==> src/rtl/crash_course_cpu_pkg.sv <==
// Shared types and instruction-field positions for the crash-course CPU sequencer.
package crash_course_cpu_pkg;

    localparam int REG_ADDR_WIDTH = 4;
    localparam int DATA_WIDTH     = 8;
    localparam int INSTR_WIDTH    = 16;

    localparam int OP_MSB  = 15;
    localparam int OP_LSB  = 12;
    localparam int RA_MSB  = 11;
    localparam int RA_LSB  = 8;
    localparam int RB_MSB  = 7;
    localparam int RB_LSB  = 4;
    localparam int RC_MSB  = 3;
    localparam int RC_LSB  = 0;
    localparam int IMM_MSB = 7;
    localparam int IMM_LSB = 0;

    typedef enum logic [3:0] {
        OP_NOP  = 4'h0,
        OP_ADD  = 4'h1,
        OP_SUB  = 4'h2,
        OP_AND  = 4'h3,
        OP_OR   = 4'h4,
        OP_XOR  = 4'h5,
        OP_LDI  = 4'h6,
        OP_MOV  = 4'h7,
        OP_JMP  = 4'h8,
        OP_BZ   = 4'h9,
        OP_ILLA = 4'hA,
        OP_ILLB = 4'hB,
        OP_ILLC = 4'hC,
        OP_ILLD = 4'hD,
        OP_ILLE = 4'hE,
        OP_HALT = 4'hF
    } opcode_t;

    typedef enum logic [2:0] {
        ST_IDLE,
        ST_FETCH,
        ST_DECODE,
        ST_EXECUTE,
        ST_HALT
    } state_t;

endpackage

==> src/rtl/crash_course_cpu_alu.sv <==
// Combinational 8-bit ALU; result is only meaningful for the writeback opcodes 1-7.
module crash_course_cpu_alu
    import crash_course_cpu_pkg::*;
(
    input  opcode_t               opcode,
    input  logic [DATA_WIDTH-1:0] op_b,
    input  logic [DATA_WIDTH-1:0] op_c,
    input  logic [DATA_WIDTH-1:0] imm8,
    output logic [DATA_WIDTH-1:0] result
);

    always_comb begin
        result = '0;
        case (opcode)
            OP_ADD:  result = op_b + op_c;
            OP_SUB:  result = op_b - op_c;
            OP_AND:  result = op_b & op_c;
            OP_OR:   result = op_b | op_c;
            OP_XOR:  result = op_b ^ op_c;
            OP_LDI:  result = imm8;
            OP_MOV:  result = op_b;
            default: result = '0;
        endcase
    end

endmodule

==> src/rtl/crash_course_cpu_sequencer.sv <==
// Fetch/decode/execute sequencer driving the register file ports.
// Optional retire counter enabled by CRASH_COURSE_CPU_RETIRE_COUNT_EN.
module crash_course_cpu_sequencer
    import crash_course_cpu_pkg::*;
#(
    parameter int                  PC_WIDTH = 8,
    parameter logic [PC_WIDTH-1:0] RESET_PC = '0
) (
    input  logic                      clk,
    input  logic                      async_rst_n,
    input  logic                      clk_en,
    input  logic                      start,
    output logic                      imem_req,
    output logic [PC_WIDTH-1:0]       imem_addr,
    input  logic                      imem_ack,
    input  logic [INSTR_WIDTH-1:0]    imem_data,
    output logic                      system_enabled,
    output logic [REG_ADDR_WIDTH-1:0] reg_a_addr,
    output logic                      reg_a_write_enable,
    output logic [DATA_WIDTH-1:0]     reg_a_write_data,
    output logic [REG_ADDR_WIDTH-1:0] reg_b_addr,
    input  logic [DATA_WIDTH-1:0]     reg_b_read_data,
    output logic [REG_ADDR_WIDTH-1:0] reg_c_addr,
    input  logic [DATA_WIDTH-1:0]     reg_c_read_data,
    output logic                      halted,
    output logic                      illegal_opcode
`ifdef CRASH_COURSE_CPU_RETIRE_COUNT_EN
    ,
    output logic [15:0]               retired_count
`endif
);

    state_t                   state_q, state_d;
    logic [PC_WIDTH-1:0]      pc_q, pc_d;
    logic [INSTR_WIDTH-1:0]   instr_q, instr_d;
    logic [DATA_WIDTH-1:0]    op_b_q, op_b_d;
    logic [DATA_WIDTH-1:0]    op_c_q, op_c_d;
    logic [DATA_WIDTH-1:0]    imm8;
    logic [DATA_WIDTH-1:0]    alu_result;
    opcode_t                  op;
    logic                     taken;

    assign op   = opcode_t'(instr_q[OP_MSB:OP_LSB]);
    assign imm8 = instr_q[IMM_MSB:IMM_LSB];

    crash_course_cpu_alu u_alu (
        .opcode (op),
        .op_b   (op_b_q),
        .op_c   (op_c_q),
        .imm8   (imm8),
        .result (alu_result)
    );

    // BZ tests rA, so it is routed through read port B during decode.
    assign reg_a_addr = instr_q[RA_MSB:RA_LSB];
    assign reg_b_addr = (op == OP_BZ) ? instr_q[RA_MSB:RA_LSB] : instr_q[RB_MSB:RB_LSB];
    assign reg_c_addr = instr_q[RC_MSB:RC_LSB];
    assign taken      = (op == OP_JMP) || ((op == OP_BZ) && (op_b_q == '0));

    always_comb begin
        state_d            = state_q;
        pc_d               = pc_q;
        instr_d            = instr_q;
        op_b_d             = op_b_q;
        op_c_d             = op_c_q;
        imem_req           = 1'b0;
        imem_addr          = '0;
        system_enabled     = 1'b0;
        reg_a_write_enable = 1'b0;
        reg_a_write_data   = '0;
        halted             = 1'b0;
        illegal_opcode     = 1'b0;
        case (state_q)
            ST_IDLE, ST_HALT: begin
                halted = (state_q == ST_HALT);
                if (clk_en && start) begin
                    pc_d    = RESET_PC;
                    state_d = ST_FETCH;
                end
            end
            ST_FETCH: begin
                system_enabled = 1'b1;
                imem_req       = 1'b1;
                imem_addr      = pc_q;
                if (clk_en && imem_ack) begin
                    instr_d = imem_data;
                    state_d = ST_DECODE;
                end
            end
            ST_DECODE: begin
                system_enabled = 1'b1;
                if (clk_en) begin
                    op_b_d  = reg_b_read_data;
                    op_c_d  = reg_c_read_data;
                    state_d = ST_EXECUTE;
                end
            end
            ST_EXECUTE: begin
                system_enabled = 1'b1;
                case (op)
                    OP_ADD, OP_SUB, OP_AND, OP_OR, OP_XOR, OP_LDI, OP_MOV: begin
                        reg_a_write_enable = 1'b1;
                        reg_a_write_data   = alu_result;
                    end
                    OP_ILLA, OP_ILLB, OP_ILLC, OP_ILLD, OP_ILLE: illegal_opcode = 1'b1;
                    default: ;
                endcase
                if (clk_en) begin
                    pc_d    = taken ? PC_WIDTH'(imm8) : pc_q + PC_WIDTH'(1);
                    state_d = (op == OP_HALT) ? ST_HALT : ST_FETCH;
                end
            end
            default: state_d = ST_IDLE;
        endcase
    end

    always_ff @(posedge clk or negedge async_rst_n) begin
        if (!async_rst_n) begin
            state_q <= ST_IDLE;
            pc_q    <= RESET_PC;
            instr_q <= '0;
            op_b_q  <= '0;
            op_c_q  <= '0;
        end else begin
            state_q <= state_d;
            pc_q    <= pc_d;
            instr_q <= instr_d;
            op_b_q  <= op_b_d;
            op_c_q  <= op_c_d;
        end
    end

`ifdef CRASH_COURSE_CPU_RETIRE_COUNT_EN
    logic [15:0] retired_q, retired_d;

    always_comb begin
        retired_d = retired_q;
        if (clk_en && start && (state_q == ST_IDLE || state_q == ST_HALT))
            retired_d = '0;
        else if (clk_en && state_q == ST_EXECUTE && retired_q != 16'hFFFF)
            retired_d = retired_q + 16'd1;
    end

    always_ff @(posedge clk or negedge async_rst_n) begin
        if (!async_rst_n) retired_q <= '0;
        else              retired_q <= retired_d;
    end

    assign retired_count = retired_q;
`endif

endmodule

==> config.mk <==
export PLATFORM = sky130hd
export DESIGN_NAME = crash_course_cpu_sequencer
export DESIGN_NICKNAME = d
export VERILOG_FILES = /design/src/rtl/crash_course_cpu_pkg.sv /design/src/rtl/crash_course_cpu_alu.sv /design/src/rtl/crash_course_cpu_sequencer.sv
export SDC_FILE = /design/constraint.sdc
export NUM_CORES = 1
export LEC_CHECK = 0
export ABC_AREA = 0
export CAP_MARGIN = 15
export CORE_MARGIN = 5
export CORE_UTILIZATION = 26
export CTS_BUF_LIST = sky130_fd_sc_hd__clkbuf_8
export DETAILED_ROUTE_END_ITERATION = 10
export PLACE_DENSITY_LB_ADDON = 0.08
export SLEW_MARGIN = 20
export SYNTH_ARGS = -nofsm -noshare
export SYNTH_HDL_FRONTEND = slang
export SYNTH_SLANG_ARGS = --single-unit
==> constraint.sdc <==
create_clock -name clk -period 3.9 [get_ports clk]
set_clock_uncertainty 0.05 [all_clocks]
set_input_delay 0.39 -clock clk [delete_from_list [all_inputs] [get_ports clk]]
set_output_delay 0.39 -clock clk [all_outputs]
set_load 0.02 [all_outputs]
# == Word level (Yosys, flattened, before mapping) ==
# Cells that the tools add are included.
# word_totals
ff_bits,43
out_inout_bits,33
wordCells,71
# classes
addsub,3
n_eq_ne,23
n_mux,22
bitwise,3
n_reduce_logical,15
# ops
op,n
8-bit case mux with 7 select lines,1
8-bit 2-to-1 mux,6
"4-bit equality test, second input constant",8
"4-bit by 3-bit equality test with 1-bit output, second input constant",4
8-bit case mux with 2 select lines,1
3-bit 2-to-1 mux,5
3-bit case mux with 4 select lines,1
"8-bit by 1-bit adder with 8-bit output, second input constant",1
8-bit adder,1
8-bit AND,1
"4-bit by 2-bit equality test with 1-bit output, second input constant",2
8-bit logical NOT,1
"2-bit inequality test, second input constant",4
8-bit OR,1
8-bit subtractor,1
8-bit XOR,1
1-bit 2-to-1 mux,7
7-bit OR reduction,1
"3-bit by 2-bit equality test with 1-bit output, second input constant",2
5-bit OR reduction,1
"4-bit by 1-bit equality test with 1-bit output, second input constant",1
4-bit 2-to-1 mux,1
2-bit AND reduction,2
4-bit AND reduction,1
9 further kinds,11

# == Depth between registers and ports, before layout ==
# depth
depth_word,6
ltp_mapped,10
depth_no_buf,10

# == By module ==
# Synthesis repeated with hierarchy kept, for this count alone.
# unflattened
hier_cells,337
area_unflattened_um2,3294.4
# by_module_without_submodules
mod,n_inst,cells_each,area_each_um2,seq_area_each_um2
crash_course_cpu_sequencer,1,190,2227.1,1076.0
crash_course_cpu_alu,1,147,1067.3,0.0

# == Worst setup path before layout ==
# Ideal clock, no wire load.
# synth_timing
path_kind,register to output
startpoint,reg instr_q[12]
endpoint,out reg_a_write_data[6]
arrival_time_ns,2.623
required_time_ns,3.460
path_slack_ns,0.837
path_stages_with_launch,11
n_path_buf,1
cell_sequence,dfrtp_1 -> buf_2 -> nor4b_2 -> nor2_1 -> xnor2_1 -> ha_1 -> nor2b_1 -> o31a_1 -> o21a_1 -> or3_1 -> nand3_1
# synth_via
elab_chain_cells,4
elab_cells_between_ends,11
# synth_rtl
element,line_no,text
from (decl),crash_course_cpu_sequencer.sv:35,"logic [INSTR_WIDTH-1:0] instr_q, instr_d;"
from (signal assigned),crash_course_cpu_sequencer.sv:127,instr_q <= instr_d;
4-bit by 3-bit equality test with 1-bit output (tied with other cells),"crash_course_cpu_alu.sv:14, crash_course_cpu_sequencer.sv:100",
8-bit case mux with 7 select lines / 7-bit OR reduction (equally long branches),"crash_course_cpu_alu.sv:14, crash_course_cpu_sequencer.sv:100",
8-bit 2-to-1 mux (*),crash_course_cpu_sequencer.sv:100,case (op)
8-bit 2-to-1 mux (*),crash_course_cpu_sequencer.sv:73,case (state_q)
to (decl),crash_course_cpu_sequencer.sv:20,"output logic [DATA_WIDTH-1:0] reg_a_write_data,"
# Mark *: on every way between the ends. The rest lies on a longest branch, timed or not.

# == Worst setup path in the final report ==
# layout_timing
startpoint,reg instr_q[14]
endpoint,out reg_a_write_data[7]
# The elaborated chain is that of the path after synthesis.

==> run metrics <==
outcome finished, violations left; violated checks hold timing; top cell type by total area after synthesis dfrtp_1; Reg area 1076 sq um; Fin. Hold Viols 9; Hold Path Class input pin to async pin; Worst Path Arrival 3.28 ns; final cycle utilization of the critical path 95.29%; Final ANT Viol Nets 0; Clk pwr share 8.7%; Final Max Tran Viols 0; Setup violations, final 0; Area after DPL 4193 sq um; Crit path largest cell delay between 0.6 and 0.7 ns; antenna violations before repair 0; depth of the CTS H-tree 2; # fillers 1373; nets@finish approximately 490; EDFF count, synth 0; Sequential Power Share between 20 and 30%; ys async rst share 100.0%; final worst path period need 3.716 ns; CTS Hold Buffers Added 0; P&R area growth vs syn 26.65%; Site Rows 41; DRC viols 0; most instantiated cells after synthesis dfrtp_1, nand2_1, ha_1; Yosys Warn Count 0; deepest clock path buffer count 2; input/output buffers 69; Vert. Die Dim approximately 120 um; Peak VDD IR 0.2510 mV; Via Count roughly 2800; Final Wtd Congestion 0.8527; total grt overflow 0; WHS -0.009828 ns; P_int between 0.0015 and 0.002 W; final WL 9842 um; post-route setup TNS 0 ns; Sw Ratio between 40% and 50%; critical-path cell list nor4b_2, buf_4, mux2_2, inv_2, ha_1, nand2_1, o21ai_1, a21oi_1, or3_1, nand3_1, clkdlybuf4s50_1; count of different cell masters after synthesis 60; Root Driver clkbuf_8; CP startpoint kind register; area occupied by multi-input gates around 2100 sq um; GR Util All Layers 13.29%; Die ar. 15420 sq um; CTS tree built; Pleak ~1.9 nW; drt pass-1 iters 4; initial core utilization a little over a quarter; Synth Instances 369; Slowest-stage cell, CP clkdlybuf4s50_1; post-route cell area 4293 sq um; DP Wirelength between 7000 and 8000 um; ANT cells 0; max_cap viols 0; layout cells sized above 1 11.53%; largest net degree at the start of global routing between 40 and 50; CP Max Fanout 7; Reg2Reg Depth 5; DR WL/cell 16.49 um; number of global-route vias before repair 2808; count leader, synth dfrtp_1; Yosys reg bits 43; Tightest Pin Transition around 0.57 ns; fmax ~0.27 GHz; Num CTS Buffers 5; Slew headroom 62.18%; via-per-instance ratio about 4.7; crit path capture type primary output; pwr/cell area around 850 nW/um^2; top-area cell type share of the netlist area 31.75%; Mapped Area 3390 sq um; Sw Pwr ~0.0017 W; DIE WIDTH 124.2 um; clock sink count 43; core box area 12720 sq um; worst reg2reg setup slack 1.84 ns; Mapped Nets 432; Seq/Total Area, Yosys 31.75%; Area contributors post-synth dfrtp_1, ha_1, mux2_4; I/O Pins 70; Avg Cell Area, Syn 9.186 sq um; Worst-path clk slew roughly 0.10 ns; RSZ-0062 raised after global routing no; Worst EP required approximately 3.5 ns; worst skew pair latency 0.32 ns; Comb power frac ~66%; 1st-iter DRT viols between 100 and 150; Critical Setup Path Class register to primary output; first-pass GRT wire length 15640 um; Most used DFF post-synth dfrtp_1
==> power groups by stage <==
| stage | registers, W | logic [W] | clock network (W) |
|---|---|---|---|
| floorplan | 0.000794 | 0.00183 | 0 |
| detailed placement | 0.000918 | 0.00244 | 0 |
| global placement | 0.000915 | 0.00243 | 0 |
| global route | 0.000941 | 0.00268 | 0.000347 |
| CTS | 0.000910 | 0.00245 | 0.000338 |
| finish | 0.000910 | 0.00241 | 0.000315 |
==> through the flow <==
stage	utilization [%]	hold slack (ns)	setup slack (ns)	power, W	std cells
after floorplan	-	0.04441	0.8374	0.002627	369
after CTS	33.68	0.2005	0.04518	0.003699	597
final	33.74	-0.009828	0.1837	0.003634	597
after detailed placement	32.96	0.4717	0.4403	0.003354	589
after global placement	32.96	0.4716	0.4089	0.003349	589
after global routing	33.74	0.03631	0.006311	0.003969	597
==> critical path, delay by kind of cell (launching register included) <==
kind                     cells  cell delay (ns)
AO/OA/AOI/OAI                2             0.41
flip-flops                   1             0.40
multiplexers                 1             0.38
AND/OR/NAND/NOR              4             0.78
buffers and inverters        3             0.86
adder cells (fa/ha/maj)      1             0.11
==> placed cells by master, fill, tap and decap left out, drive strengths merged, types with 8 or more instances in the layout <==
master	n
clkdlybuf4s50	66
dfrtp	43
nand2	36
inv	28
ha	25
o21ai	25
mux2	23
nor2	20
and2	13
a21oi	11
nor2b	10
a31oi	9
mux2i	9
o22ai	9
buf	9
xnor2	8
==> logic make-up after synthesis <==
| group | synth area share (%) |
|---|---|
| and+or+nand+nor | 18.72 |
| AOI/OAI and AO/OA | 16.50 |
| buffers and inverters | 7.900 |
| DFF | 31.75 |
| muxes | 12.74 |
| adders and majority gates | 9.819 |
| xor gates and xnor gates | 2.584 |
==> cell type report <==
cell class / instances / area share (%)
multi-input combinational: 270 / 47.86
clock buffer: 5 / 1.603
sequential: 43 / 25.07
inverter: 27 / 2.361
clock inverter: 3 / 0.5538
timing repair buffer: 77 / 17.55
tap: 172 / 5.013
==> flip-flops by register name (all words and copies together), names as in the netlist <==
name / flops
op_c_q: 8
pc_q: 8
op_b_q: 8
state_q: 3
instr_q: 16
==> repair_timing <==
| item | in CTS | in global routing |
|---|---|---|
| setup endpoints to repair | 0 | 2 |
| setup buffers | 0 | 0 |
| gates resized for setup | 0 | 2 |
==> path summary, 6_finish.rpt <==
path | start | to
min in group clk | pc_q[7]$_DFFE_PN0P_ | pc_q[7]$_DFFE_PN0P_
min | async_rst_n | state_q[1]$_DFFE_PN0P_
max reg2reg | op_b_q[4]$_DFFE_PN0P_ | pc_q[0]$_DFFE_PN0P_
min reg2reg | pc_q[7]$_DFFE_PN0P_ | pc_q[7]$_DFFE_PN0P_
max | instr_q[14]$_DFFE_PN0P_ | reg_a_write_data[7]
max in group asynchronous | async_rst_n | op_c_q[1]$_DFFE_PN0P_
==> routing by layer <==
layer  routed length (um)  up-vias  track usage, %
met5                    0        -               0
met4                  121        0           3.901
met2                 4689       66           21.69
li1                     -     1399               -
met1                 4594     1340           17.83
met3                  436        7           2.634
No activity file was read; power rests on OpenSTA's default activity.
